===== src/rtl/mmcm_drp_reconfig.sv =====
// DRP initiator: holds an MMCM in reset, read-modify-writes one of two register
// tables through the DRP port, releases reset and waits for LOCKED.
module mmcm_drp_reconfig #(
  parameter int unsigned NUM_ENTRIES = 8,
  parameter logic [NUM_ENTRIES*39-1:0] CFG0_TABLE = '0,
  parameter logic [NUM_ENTRIES*39-1:0] CFG1_TABLE = '0,
  parameter int unsigned DRDY_TIMEOUT = 64,
  parameter int unsigned LOCK_TIMEOUT = 65535
) (
  input  logic        clk,
  input  logic        rst,
  input  logic        start,
  input  logic        sel,
  output logic        busy,
  output logic        done,
  output logic        error,
  output logic        mmcm_rst,
  output logic [6:0]  daddr,
  output logic        den,
  output logic        dwe,
  output logic [15:0] di,
  input  logic [15:0] do_in,
  input  logic        drdy,
  input  logic        locked
);

  localparam int unsigned ENTRY_W = 39;
  localparam int unsigned IDX_W   = (NUM_ENTRIES > 1) ? $clog2(NUM_ENTRIES) : 1;
  localparam int unsigned TMR_MAX = (DRDY_TIMEOUT > LOCK_TIMEOUT) ? DRDY_TIMEOUT : LOCK_TIMEOUT;
  localparam int unsigned TMR_W   = $clog2(TMR_MAX + 1);
  localparam logic [IDX_W-1:0] IDX_LAST  = IDX_W'(NUM_ENTRIES - 1);
  localparam logic [TMR_W-1:0] DRDY_LAST = TMR_W'(DRDY_TIMEOUT - 1);
  localparam logic [TMR_W-1:0] LOCK_LAST = TMR_W'(LOCK_TIMEOUT - 1);

  typedef enum logic [3:0] {
    IDLE, ASSERT_RST, READ, WAIT_RD, WRITE, WAIT_WR, NEXT, RELEASE, WAIT_LOCK, DONE, ERROR
  } state_t;

  state_t             state_q, state_d;
  logic [IDX_W-1:0]   idx_q, idx_d, idx_sel;
  logic               sel_q, sel_d;
  logic [TMR_W-1:0]   tmr_q, tmr_d;
  logic [6:0]         daddr_d;
  logic [15:0]        di_d;
  logic               busy_d, done_d, error_d, mmcm_rst_d, den_d, dwe_d;
  logic               lock_meta, lock_sync;
  logic [ENTRY_W-1:0] entry;
  logic [6:0]         e_addr;
  logic [15:0]        e_mask, e_data;

  // Table entry for the register about to be addressed (NEXT looks one ahead).
  assign idx_sel = (state_q == NEXT) ? idx_q + IDX_W'(1) : idx_q;

  always_comb begin
    entry = '0;
    for (int unsigned i = 0; i < NUM_ENTRIES; i++) begin
      if (idx_sel == IDX_W'(i)) begin
        entry = sel_q ? CFG1_TABLE[ENTRY_W*i +: ENTRY_W] : CFG0_TABLE[ENTRY_W*i +: ENTRY_W];
      end
    end
  end

  assign e_addr = entry[38:32];
  assign e_mask = entry[31:16];
  assign e_data = entry[15:0];

  always_ff @(posedge clk) begin
    if (rst) begin
      state_q   <= IDLE;
      idx_q     <= '0;
      sel_q     <= 1'b0;
      tmr_q     <= '0;
      busy      <= 1'b0;
      done      <= 1'b0;
      error     <= 1'b0;
      mmcm_rst  <= 1'b0;
      daddr     <= '0;
      den       <= 1'b0;
      dwe       <= 1'b0;
      di        <= '0;
      lock_meta <= 1'b0;
      lock_sync <= 1'b0;
    end else begin
      state_q   <= state_d;
      idx_q     <= idx_d;
      sel_q     <= sel_d;
      tmr_q     <= tmr_d;
      busy      <= busy_d;
      done      <= done_d;
      error     <= error_d;
      mmcm_rst  <= mmcm_rst_d;
      daddr     <= daddr_d;
      den       <= den_d;
      dwe       <= dwe_d;
      di        <= di_d;
      lock_meta <= locked;
      lock_sync <= lock_meta;
    end
  end

  // Outputs are decoded from the next state so they line up with the state register.
  always_comb begin
    state_d = state_q;
    idx_d   = idx_q;
    sel_d   = sel_q;
    tmr_d   = tmr_q;
    daddr_d = daddr;
    di_d    = di;
    error_d = error;
    case (state_q)
      IDLE: begin
        if (start) begin
          state_d = ASSERT_RST;
          sel_d   = sel;
          idx_d   = '0;
          error_d = 1'b0;
        end
      end
      ASSERT_RST: begin
        state_d = READ;
        daddr_d = e_addr;
      end
      READ: begin
        tmr_d   = '0;
        state_d = WAIT_RD;
      end
      WAIT_RD: begin
        if (drdy) begin
          state_d = WRITE;
          di_d    = (do_in & e_mask) | (e_data & ~e_mask);
        end else if (tmr_q == DRDY_LAST) begin
          state_d = ERROR;
        end else begin
          tmr_d = tmr_q + TMR_W'(1);
        end
      end
      WRITE: begin
        tmr_d   = '0;
        state_d = WAIT_WR;
      end
      WAIT_WR: begin
        if (drdy) begin
          state_d = NEXT;
        end else if (tmr_q == DRDY_LAST) begin
          state_d = ERROR;
        end else begin
          tmr_d = tmr_q + TMR_W'(1);
        end
      end
      NEXT: begin
        if (idx_q == IDX_LAST) begin
          state_d = RELEASE;
        end else begin
          idx_d   = idx_q + IDX_W'(1);
          daddr_d = e_addr;
          state_d = READ;
        end
      end
      RELEASE: begin
        tmr_d   = '0;
        state_d = WAIT_LOCK;
      end
      WAIT_LOCK: begin
        if (lock_sync) begin
          state_d = DONE;
        end else if (tmr_q == LOCK_LAST) begin
          state_d = ERROR;
        end else begin
          tmr_d = tmr_q + TMR_W'(1);
        end
      end
      DONE:    state_d = IDLE;
      ERROR:   state_d = IDLE;
      default: state_d = IDLE;
    endcase
    if (state_d == ERROR) error_d = 1'b1;
    busy_d     = !(state_d inside {IDLE, DONE, ERROR});
    done_d     = (state_d == DONE);
    mmcm_rst_d = state_d inside {ASSERT_RST, READ, WAIT_RD, WRITE, WAIT_WR, NEXT};
    den_d      = (state_d == READ) || (state_d == WRITE);
    dwe_d      = (state_d == WRITE);
  end

endmodule


===== config.mk =====
export PLATFORM = sky130hd
export DESIGN_NAME = mmcm_drp_reconfig
export DESIGN_NICKNAME = d
export VERILOG_FILES = /design/src/rtl/mmcm_drp_reconfig.sv
export SDC_FILE = /design/constraint.sdc
export NUM_CORES = 1
export LEC_CHECK = 0
export BUFFER_PORTS_ARGS = -buffer_cell sky130_fd_sc_hd__buf_2
export CORE_ASPECT_RATIO = 2
export CORE_UTILIZATION = 58
export CTS_BUF_LIST = sky130_fd_sc_hd__clkbuf_4
export CTS_CLUSTER_DIAMETER = 30
export DETAILED_ROUTE_END_ITERATION = 10
export GPL_TIMING_DRIVEN = 0
export HOLD_SLACK_MARGIN = 0.03
export PLACE_DENSITY_LB_ADDON = 0.05
export REMOVE_ABC_BUFFERS = 1
export SYNTH_ARGS = -nofsm -noshare
export SYNTH_HDL_FRONTEND = slang
export SYNTH_SLANG_ARGS = --single-unit

===== constraint.sdc =====
create_clock -name clk -period 6.1 [get_ports clk]
set_clock_uncertainty 0.15 [all_clocks]
set_input_delay 0.61 -clock clk [delete_from_list [all_inputs] [get_ports clk]]
set_output_delay 0.61 -clock clk [all_outputs]
set_load 0.05 [all_outputs]

* Word level (Yosys, flattened, before mapping) *
Cells that the tools add are included.

cells by class
  $add $sub $neg = 2
  equal/unequal tests = 25
  mux-type cells = 21
  reduce and logical (&&, ||, !) cells = 17

operators by type and width
  cell                                                  number
  2-to-1 mux 16 bit                                     4
  case mux 16 bit (3 select lines)                      1
  case mux 4 bit (9 select lines)                       1
  equality test 4 x 3 -> 1 bit, second input constant   7
  2-to-1 mux 4 bit                                      6
  adder 16 x 1 -> 16 bit, second input constant         1
  equality test 16 bit, second input constant           1
  equality test 16 x 6 -> 1 bit, second input constant  1
  equality test 4 x 2 -> 1 bit, second input constant   4
  case mux 7 bit (2 select lines)                       1
  equality test 4 bit, second input constant            3
  != test 2 bit, second input constant                  6
  2-to-1 mux 3 bit                                      3
  equality test 4 x 1 -> 1 bit, second input constant   2
  logical NOT 4 bit                                     2
  nonzero test 2 bit                                    4
  2-to-1 mux 7 bit                                      1
  case mux 3 bit (2 select lines)                       1
  nonzero test 3 bit                                    2
  nonzero test 6 bit                                    1
  AND reduction 5 bit                                   1
  AND reduction 2 bit                                   2
  adder 3 x 1 -> 3 bit, second input constant           1
  equality test 3 bit, second input constant            1
  other kinds (6)                                       8

storage, ports and cells
  bits in registers = 38
  output and inout bits = 29

* Logic depth before layout (Yosys ltp) *
Gate-level depths: netlist of the first run.

  depth in word-level cells = 7
  depth in mapped cells = 9

* Worst setup path before layout of the first run *
OpenSTA, ideal clock, no wires.

  path kind = reg2reg
  start point = register tmr_q[8]
  end point = register busy
  arrival = 2.261 ns
  data required time = 5.833 ns
  path slack = 3.572 ns
  stages on the path, launching flop included = 7
  buffers on the path = 0
  period minus slack after synthesis = 2.528 ns
  cell sequence = dfxtp_1 or4_4 nor4_4 o31ai_2 a31o_1 or4_1 and4b_1

on the way
  word-level cells in the longest chain between the ends = 7

ends and longest elaborated chain
  what                                                                   line           text
  from (decl)                                                            42             logic [TMR_W-1:0] tmr_q, tmr_d;
  from (signal assigned)                                                 87             tmr_q <= tmr_d;
  equality test 16 bit or equality test 16 x 6 -> 1 bit (tied branches)  166, 131, 144
  2-to-1 mux 4 bit, on equally long branches                             166, 131, 144
  2-to-1 mux 4 bit, on equally long branches                             164, 128, 142
  case mux 4 bit (9 select lines) (*)                                    110            case (state_q)
  equality test 4 bit or logical NOT 4 bit (tied branches)               177            busy_d = !(state_d inside {IDLE, DONE, ERROR});
  nonzero test 3 bit (*)                                                 177
  logical NOT 1 bit (*)                                                  177
  to (signal assigned)                                                   88             busy <= busy_d;
  to (decl)                                                              14             output logic busy,

Every way passes the cells marked *; elsewhere a longest branch is shown, timed or not.
A chain may end at the register's enable or synchronous reset.

* Worst setup path in the final report of the first run *
  start point = register state_q[3]
  end point = register tmr_q[15]

on the way
  word-level cells in the longest chain between the ends = 4

ends and longest elaborated chain
  what                                                                          line  text
  from (decl)                                                                   39    state_t state_q, state_d;
  from (signal assigned)                                                        84    state_q <= state_d;
  equality test 4 x 3 -> 1 bit or equality test 4 x 2 -> 1 bit (tied branches)  110
  OR reduction 3 bit (no line) or OR reduction 2 bit (tied branches)            --
  nonzero test 3 bit (no line) or != test 2 bit (tied branches)                 --
  AND reduction 5 bit (no line)                                                 --

Parallel ways exist; a longest one is shown, timed or not.

==> run metrics, run 1 <==
core region area=2940 um2; Post CTS Setup Buffer Count=0; Clk Latency, worst-skew pair=0.33 ns; clk buf depth=2; Least-Margin Pin Slew=1.11 ns; drt drc=0; Filler cells=277; non-filler instance count after layout=252; Port Buffers=10; top-area cell type share of the netlist area=34.7%; Int Pwr=276 uW; most frequent cells in the layout=dfxtp_1 (31), nor2_1 (29), conb_1 (23); sw frac=34.2%; sequential area share after synthesis=34.7%; unrepaired setup endpoints after global routing=false; CP startpoint kind=register; Critical Path RT=6.19 ns; slowest stage cell on the critical path=dfxtp_1; crit end category=register; Post-Syn Instances=213; synth top area cells=dfxtp_1 (35%), buf_4 (9.6%), xnor2_1 (7.3%), nor2_1 (6.1%), ha_1 (2.8%); GR Overflow Total=0; combinational fraction of design power=21.1%; Row Count=28; most common flop cell mapped by yosys=dfxtp_1; Post-synth EDFFs=0; Lkg Pwr=0.688 nW; routed len/inst=14.0 um; GRT Total Usage=23.6%; initial cell density of the core=60.8%; Mapped Avg Cell Area=8.41 um2; crit path kind=reg2reg; maximum VDD drop=0.000159 V; Root Driver=clkbuf_4; I/O pins=51; reported max-cap violation count=0; post-cts hold buffer count=0; Synth warnings=0; Setup TNS=0 ns; largest net degree at the start of global routing=17; Max Clk Rate=340 MHz; final wirelength=3.54 mm; post-DP HPWL=2.61 mm; Sink Count=31; # setup viols final=0; vias in the first global route=1298; global placement routability congestion=0.760; Iter 0 DRT Violations=31; crit path time final=2.94 ns; Area growth syn-to-layout=1.12%; initial antenna violation count=0; Post-CTS Resized=0; Psw=144 uW; register bit total from synthesis=31; Final ANT Viol Nets=0; Async S/R FF share, synth=0%; CTS H-tree lvls=2; min-delay worst type=reg2reg; fraction of layout cells with a size suffix above 1=10.8%; layout net count=247; Via density=5.71; critical-path cell list=or4b_1, nor2_1, a21oi_1, or2_2, or4_1, a21oi_1; Clock transition at path regs=0.10 ns; antenna fix cells=0; clock share of power=26.9%; TritonCTS Buffers=5; PwrDens=232 nW/um2; CP arrival=3.03 ns; period utilisation layout=48.3%; Slew HR=25.7%; CTS tree=yes; dpl cells=244; vias=1440; drt first pass iters=4; most used cell, CP=a21oi_1; status=finished clean; largest stage delay on the critical path=0.63 ns; final hold violations=0; commonest non-fill, non-tap cell in the layout=dfxtp_1; first-pass GRT wire length=5.49 mm; Synth area leader=dfxtp_1; Slew Viols, Final=0; Chip Width=41.3 um; register share of total power=52.0%; post-synth cell types=50; synthesized cell area=1790 um2; Worst Path Max Fanout=15; Die Ht=80.6 um; full die area=3330 um2
state kept, by name, summed over array words and instances, names as in the netlist:
register	flops
busy	1
den	1
done	1
dwe	1
error	1
idx_q	3
lock_meta	1
lock_sync	1
mmcm_rst	1
state_q	4
tmr_q	16
critical path: cells and delay by family, from the launching register on:
| family | cells | cell delay, ns |
|---|---|---|
| AOI/OAI and AO/OA | 2 | 0.47 |
| DFF | 1 | 0.63 |
| and+or+nand+nor | 4 | 1.59 |
per-layer routing:
metal,up-vias,GRT usage [%],routed length [um]
met4,0,10.3,26
met5,-,0,0
li1,728,-,-
met3,2,5.80,104
met2,29,43.6,2080
met1,681,21.6,1330
final cells by class:
| cell class | instances | area (um2) | share of cell area (%) |
|---|---|---|---|
| clock buffers | 6 | 45.0 | 2.49 |
| clock inverters | 2 | 7.51 | 0.415 |
| inverters | 3 | 11.3 | 0.622 |
| multi-input cells | 170 | 1040 | 57.4 |
| flip-flops and latches | 31 | 621 | 34.3 |
| well taps | 30 | 37.5 | 2.07 |
| repair buffers | 10 | 50.0 | 2.76 |
per-stage QoR:
stage               setup slack [ns]  cell area (um2)  util, %  hold WS (ns)  power, mW
floorplan                       3.55             1670        -         0.264      0.295
global placement                3.27             1760     59.7         0.276      0.309
detailed placement              3.20             1760     59.7         0.280      0.310
CTS                             3.18             1810     61.5         0.309      0.423
global route                    2.98             1810     61.5         0.319      0.441
finish                          3.16             1810     61.5         0.303      0.420
logic make-up (layout without fill, tap and decap cells):
kind of cell | count (synthesis) | after routing | synth area share [%]
xor gates and xnor gates | 16 | 16 | 7.83
buffers and inverters | 34 | 21 | 11.9
adders and majority gates | 4 | 4 | 2.80
and+or+nand+nor | 100 | 100 | 31.7
AOI/OAI and AO/OA | 26 | 26 | 10.3
muxes | 1 | 1 | 0.559
other | 1 | 23 | 0.209
DFF | 31 | 31 | 34.7
path summary, 6_finish.rpt:
path                                             from                      to  slack [ns]  depth (start not counted)
worst max-delay path            state_q[3]$_SDFF_PP0_  tmr_q[15]$_SDFFE_PP0P_        3.16                          6
worst min-delay path             lock_meta$_SDFF_PP0_    lock_sync$_SDFF_PP0_        0.30                          1
worst max register to register  state_q[3]$_SDFF_PP0_  tmr_q[15]$_SDFFE_PP0P_        3.16                          6
worst min register to register   lock_meta$_SDFF_PP0_    lock_sync$_SDFF_PP0_        0.30                          1
cell usage after synthesis, drive strengths merged, types with 2 or more instances:
master   n
or3      2
nand2   11
o21ai    2
nand3b   3
ha       4
a21oi    7
nand3    7
nor2    29
or4      5
or2      2
and3     3
o22ai    2
nor3b    3
o31ai    3
a211oi   2
xnor2   15
nor3    10
and4b    2
nor2b    5
nand4    4
dfxtp   31
inv      3
clkbuf   8
nor4     6
and4     2
a22oi    2
buf     23
power groups by stage:
stage | clock network, mW | logic, mW | registers [mW]
2_1_floorplan | 0 | 0.0651 | 0.230
3_3_place_gp | 0 | 0.0861 | 0.222
3_5_place_dp | 0 | 0.0874 | 0.223
4_1_cts | 0.117 | 0.0880 | 0.218
5_1_grt | 0.126 | 0.0951 | 0.220
6_report | 0.113 | 0.0884 | 0.218
No activity file was read; power rests on OpenSTA's default activity.
==> run 2: changes to the inputs <==
ABC_AREA = 1   (was not set)
CORE_UTILIZATION = 56   (was 58)
clock period = 3 ns   (was 6.1 ns; I/O delays follow)
==> run 2 against run 1 <==
Maximum frequency increased by 30%. Via count up 31%. Non-clock buffer count up 1. Register-to-register slack lost 2.4 ns. Area after synthesis is 20% higher. Global-route usage increased by 3.8 points. Flip-flop and latch count unchanged. Highest routed layer unchanged. Final area up 20%. Synthesized cell count increased by 50%. Critical path depth grew 4. Largest cell class unchanged. Critical path type unchanged. Combinational power grew to 3.1 times the previous value. Sequential power up 100%.
==> run metrics, run 2 <==
count leader, synth=nand2_1 (was dfxtp_1); initial antenna violation count=0 (unchanged); crit end category=register (unchanged); Port Buffers=10 (unchanged); Multi-input gate area=1250 um2 (was 1040 um2); Row Count=31 (was 28); non-filler instance count after layout=378 (was 252); slowest stage cell on the critical path=dfxtp_1 (unchanged); Int Pwr=562 uW (was 276 uW); CTS tree=yes (unchanged); Slew HR=62.9% (was 25.7%); Mapped Avg Cell Area=6.76 um2 (was 8.41 um2); register share of total power=46.9% (was 52.0%); Post-CTS Resized=0 (unchanged); Clock transition at path regs=0.10 ns (about the same); layout net count=355 (was 247); reported max-cap violation count=0 (unchanged); TritonCTS Buffers=5 (unchanged); most common flop cell mapped by yosys=dfxtp_1 (unchanged); Psw=383 uW (was 144 uW); clk buf depth=2 (unchanged); synthesized cell area=2160 um2 (was 1790 um2); clock share of power=24.6% (was 26.9%); drt drc=0 (unchanged); global placement routability congestion=0.975 (was 0.760); Min Hold Slack=0.180 ns (was 0.303 ns); Max Clk Rate=443 MHz (was 340 MHz); post-DP HPWL=3.81 mm (was 2.61 mm); largest stage delay on the critical path=0.41 ns (was 0.63 ns); Post CTS Setup Buffer Count=0 (unchanged); drt first pass iters=4 (unchanged); unrepaired setup endpoints after global routing=false (unchanged); Iter 0 DRT Violations=28 (was 31); post-synth cell types=30 (was 50); final hold violations=0 (unchanged); Die Ht=89.7 um (was 80.6 um); register area=621 um2 (unchanged); CTS H-tree lvls=2 (unchanged); antenna fix cells=0 (unchanged); period utilisation layout=75.3% (was 48.3%); most frequent cells in the layout=nand2_1 (69), nor2_1 (47), inv_1 (31), dfxtp_1 (31), nand3_1 (24) (was dfxtp_1 (31), nor2_1 (29), conb_1 (23)); min-delay worst type=in2reg (was reg2reg); # setup viols final=0 (unchanged); register bit total from synthesis=31 (unchanged); PwrDens=434 nW/um2 (was 232 nW/um2); initial cell density of the core=59.1% (was 60.8%); final wirelength=4.88 mm (was 3.54 mm); Clk Latency, worst-skew pair=0.34 ns (was 0.33 ns); Via density=5.00 (was 5.71); full die area=4120 um2 (was 3330 um2); Synth area leader=dfxtp_1 (unchanged); max reg flops=16 (unchanged); sw frac=40.6% (was 34.2%); most used cell, CP=nand2_1 (was a21oi_1); largest net degree at the start of global routing=26 (was 17); Setup TNS=0 ns (unchanged); GRT Total Usage=27.4% (was 23.6%); GR Overflow Total=0 (unchanged); sequential area share after synthesis=28.8% (was 34.7%); Final ANT Viol Nets=0 (unchanged); crit path time final=2.26 ns (was 2.94 ns); Critical Path RT=3.06 ns (was 6.19 ns); Least-Margin Pin Slew=0.557 ns (was 1.11 ns); Chip Width=45.9 um (was 41.3 um); Slew Viols, Final=0 (unchanged); core region area=3650 um2 (was 2940 um2); Largest Register=tmr_q (unchanged); placed inst area=2120 um2 (was 1760 um2); maximum VDD drop=0.000376 V (was 0.000159 V); Synth top cells by count=nand2_1 (69), nor2_1 (47), dfxtp_1 (31), inv_1 (31) (was dfxtp_1 (31), nor2_1 (29), buf_4 (23)); CP arrival=2.32 ns (was 3.03 ns); Synth warnings=0 (unchanged); largest registers=tmr_q: 16 flops, state_q: 4 flops, idx_q: 3 flops (unchanged); Lkg Pwr=0.990 nW (was 0.688 nW); Post-synth EDFFs=0 (unchanged); status=finished clean (unchanged); vias=1891 (was 1440); Sink Count=31 (unchanged); Post-Syn Instances=319 (was 213); Worst Path Max Fanout=17 (was 15); critical-path cell list=ha_1, nand3_1, nor2_1, nand2_1, nand2_1, nand2_2, nand2_4, inv_2, nand2_1, a21oi_2 (was or4b_1, nor2_1, a21oi_1, or2_2, or4_1, a21oi_1); top-area cell type share of the netlist area=28.8% (was 34.7%); I/O pins=51 (unchanged); post-route cell area=2180 um2 (was 1810 um2); Root Driver=clkbuf_4 (unchanged); combinational fraction of design power=28.5% (was 21.1%); dpl cells=370 (was 244); routed len/inst=12.9 um (was 14.0 um); Filler cells=419 (was 277); commonest non-fill, non-tap cell in the layout=nand2_1 (was dfxtp_1); first-pass GRT wire length=8.27 mm (was 5.49 mm); Area growth syn-to-layout=1.10% (was 1.12%); crit path kind=reg2reg (unchanged); CP startpoint kind=register (unchanged); synth top area cells=dfxtp_1 (29%), nand2_1 (12%), buf_4 (8.4%), nor2_1 (8.2%), nand3_1 (5.6%) (was dfxtp_1 (35%), buf_4 (9.6%), xnor2_1 (7.3%), nor2_1 (6.1%), ha_1 (2.8%)); Async S/R FF share, synth=0% (unchanged); vias in the first global route=1941 (was 1298); fraction of layout cells with a size suffix above 1=16.1% (was 10.8%)
[run 2: metal layers]
metal / global-route usage [%] / vias to the layer above / wire length, um
met5: 0 / - / 0
met4: 18.6 / 0 / 323
met3: 4.42 / 22 / 108
met2: 50.0 / 37 / 2800
met1: 24.3 / 850 / 1650
li1: - / 982 / -
[run 2: power groups by stage]
stage | registers, mW | logic, mW | clock network, mW
floorplan | 0.478 | 0.185 | 0
CTS | 0.443 | 0.272 | 0.238
global placement | 0.453 | 0.270 | 0
finish | 0.443 | 0.270 | 0.232
global route | 0.447 | 0.297 | 0.256
detailed placement | 0.453 | 0.271 | 0
[run 2: through the flow]
| stage | utilization, % | setup slack, ns | total power [mW] |
|---|---|---|---|
| finish | 59.8 | 0.740 | 0.945 |
| global route | 59.8 | 0.521 | 1.00 |
| CTS | 59.8 | 0.732 | 0.953 |
| detailed placement | 58.2 | 0.744 | 0.723 |
| global placement | 58.2 | 0.746 | 0.723 |
| floorplan | - | 1.20 | 0.663 |
[run 2: final timing paths]
kind,from,slack (ns),cells past startpoint,to
max,tmr_q[1]$_SDFFE_PP0P_,0.74,10,tmr_q[14]$_SDFFE_PP0P_
min,start,0.18,4,error$_SDFFE_PP0P_
min reg2reg,lock_meta$_SDFF_PP0_,0.26,2,lock_sync$_SDFF_PP0_
max reg2reg,tmr_q[1]$_SDFFE_PP0P_,0.74,10,tmr_q[14]$_SDFFE_PP0P_
[run 2: what timing repair did]
action	in CTS	in global routing
endpoints found under the setup margin	0	0
endpoints found under the hold margin	1	0
hold buffers	1	0
[run 2: cells by family (layout without fill, tap and decap cells)]
kind of cell    Yosys count  in the layout  share of synthesized area (%)
simple gates            175            175                           38.1
buf+inv                  66             54                           16.8
compound gates           31             31                           9.34
flops                    31             31                           28.8
xor+xnor                 11             11                           4.47
fa+ha+maj                 4              4                           2.32
other cells               1             23                          0.174
[run 2: cell type report]
cell class | instances | share of cell area, %
clock buffer | 5 | 1.72
clock inverter | 2 | 0.402
inverter | 36 | 6.26
multi-input combinational | 244 | 57.6
sequential | 31 | 28.5
tap | 49 | 2.81
timing repair buffer | 11 | 2.76
[run 2: critical path, delay by kind of cell, from the launching register on]
kind                       cells  cell delay, ns
buffers and inverters          1            0.11
adders and majority gates      1            0.26
AOI/OAI and AO/OA              1            0.05
DFF                            1            0.41
and+or+nand+nor                7            1.15
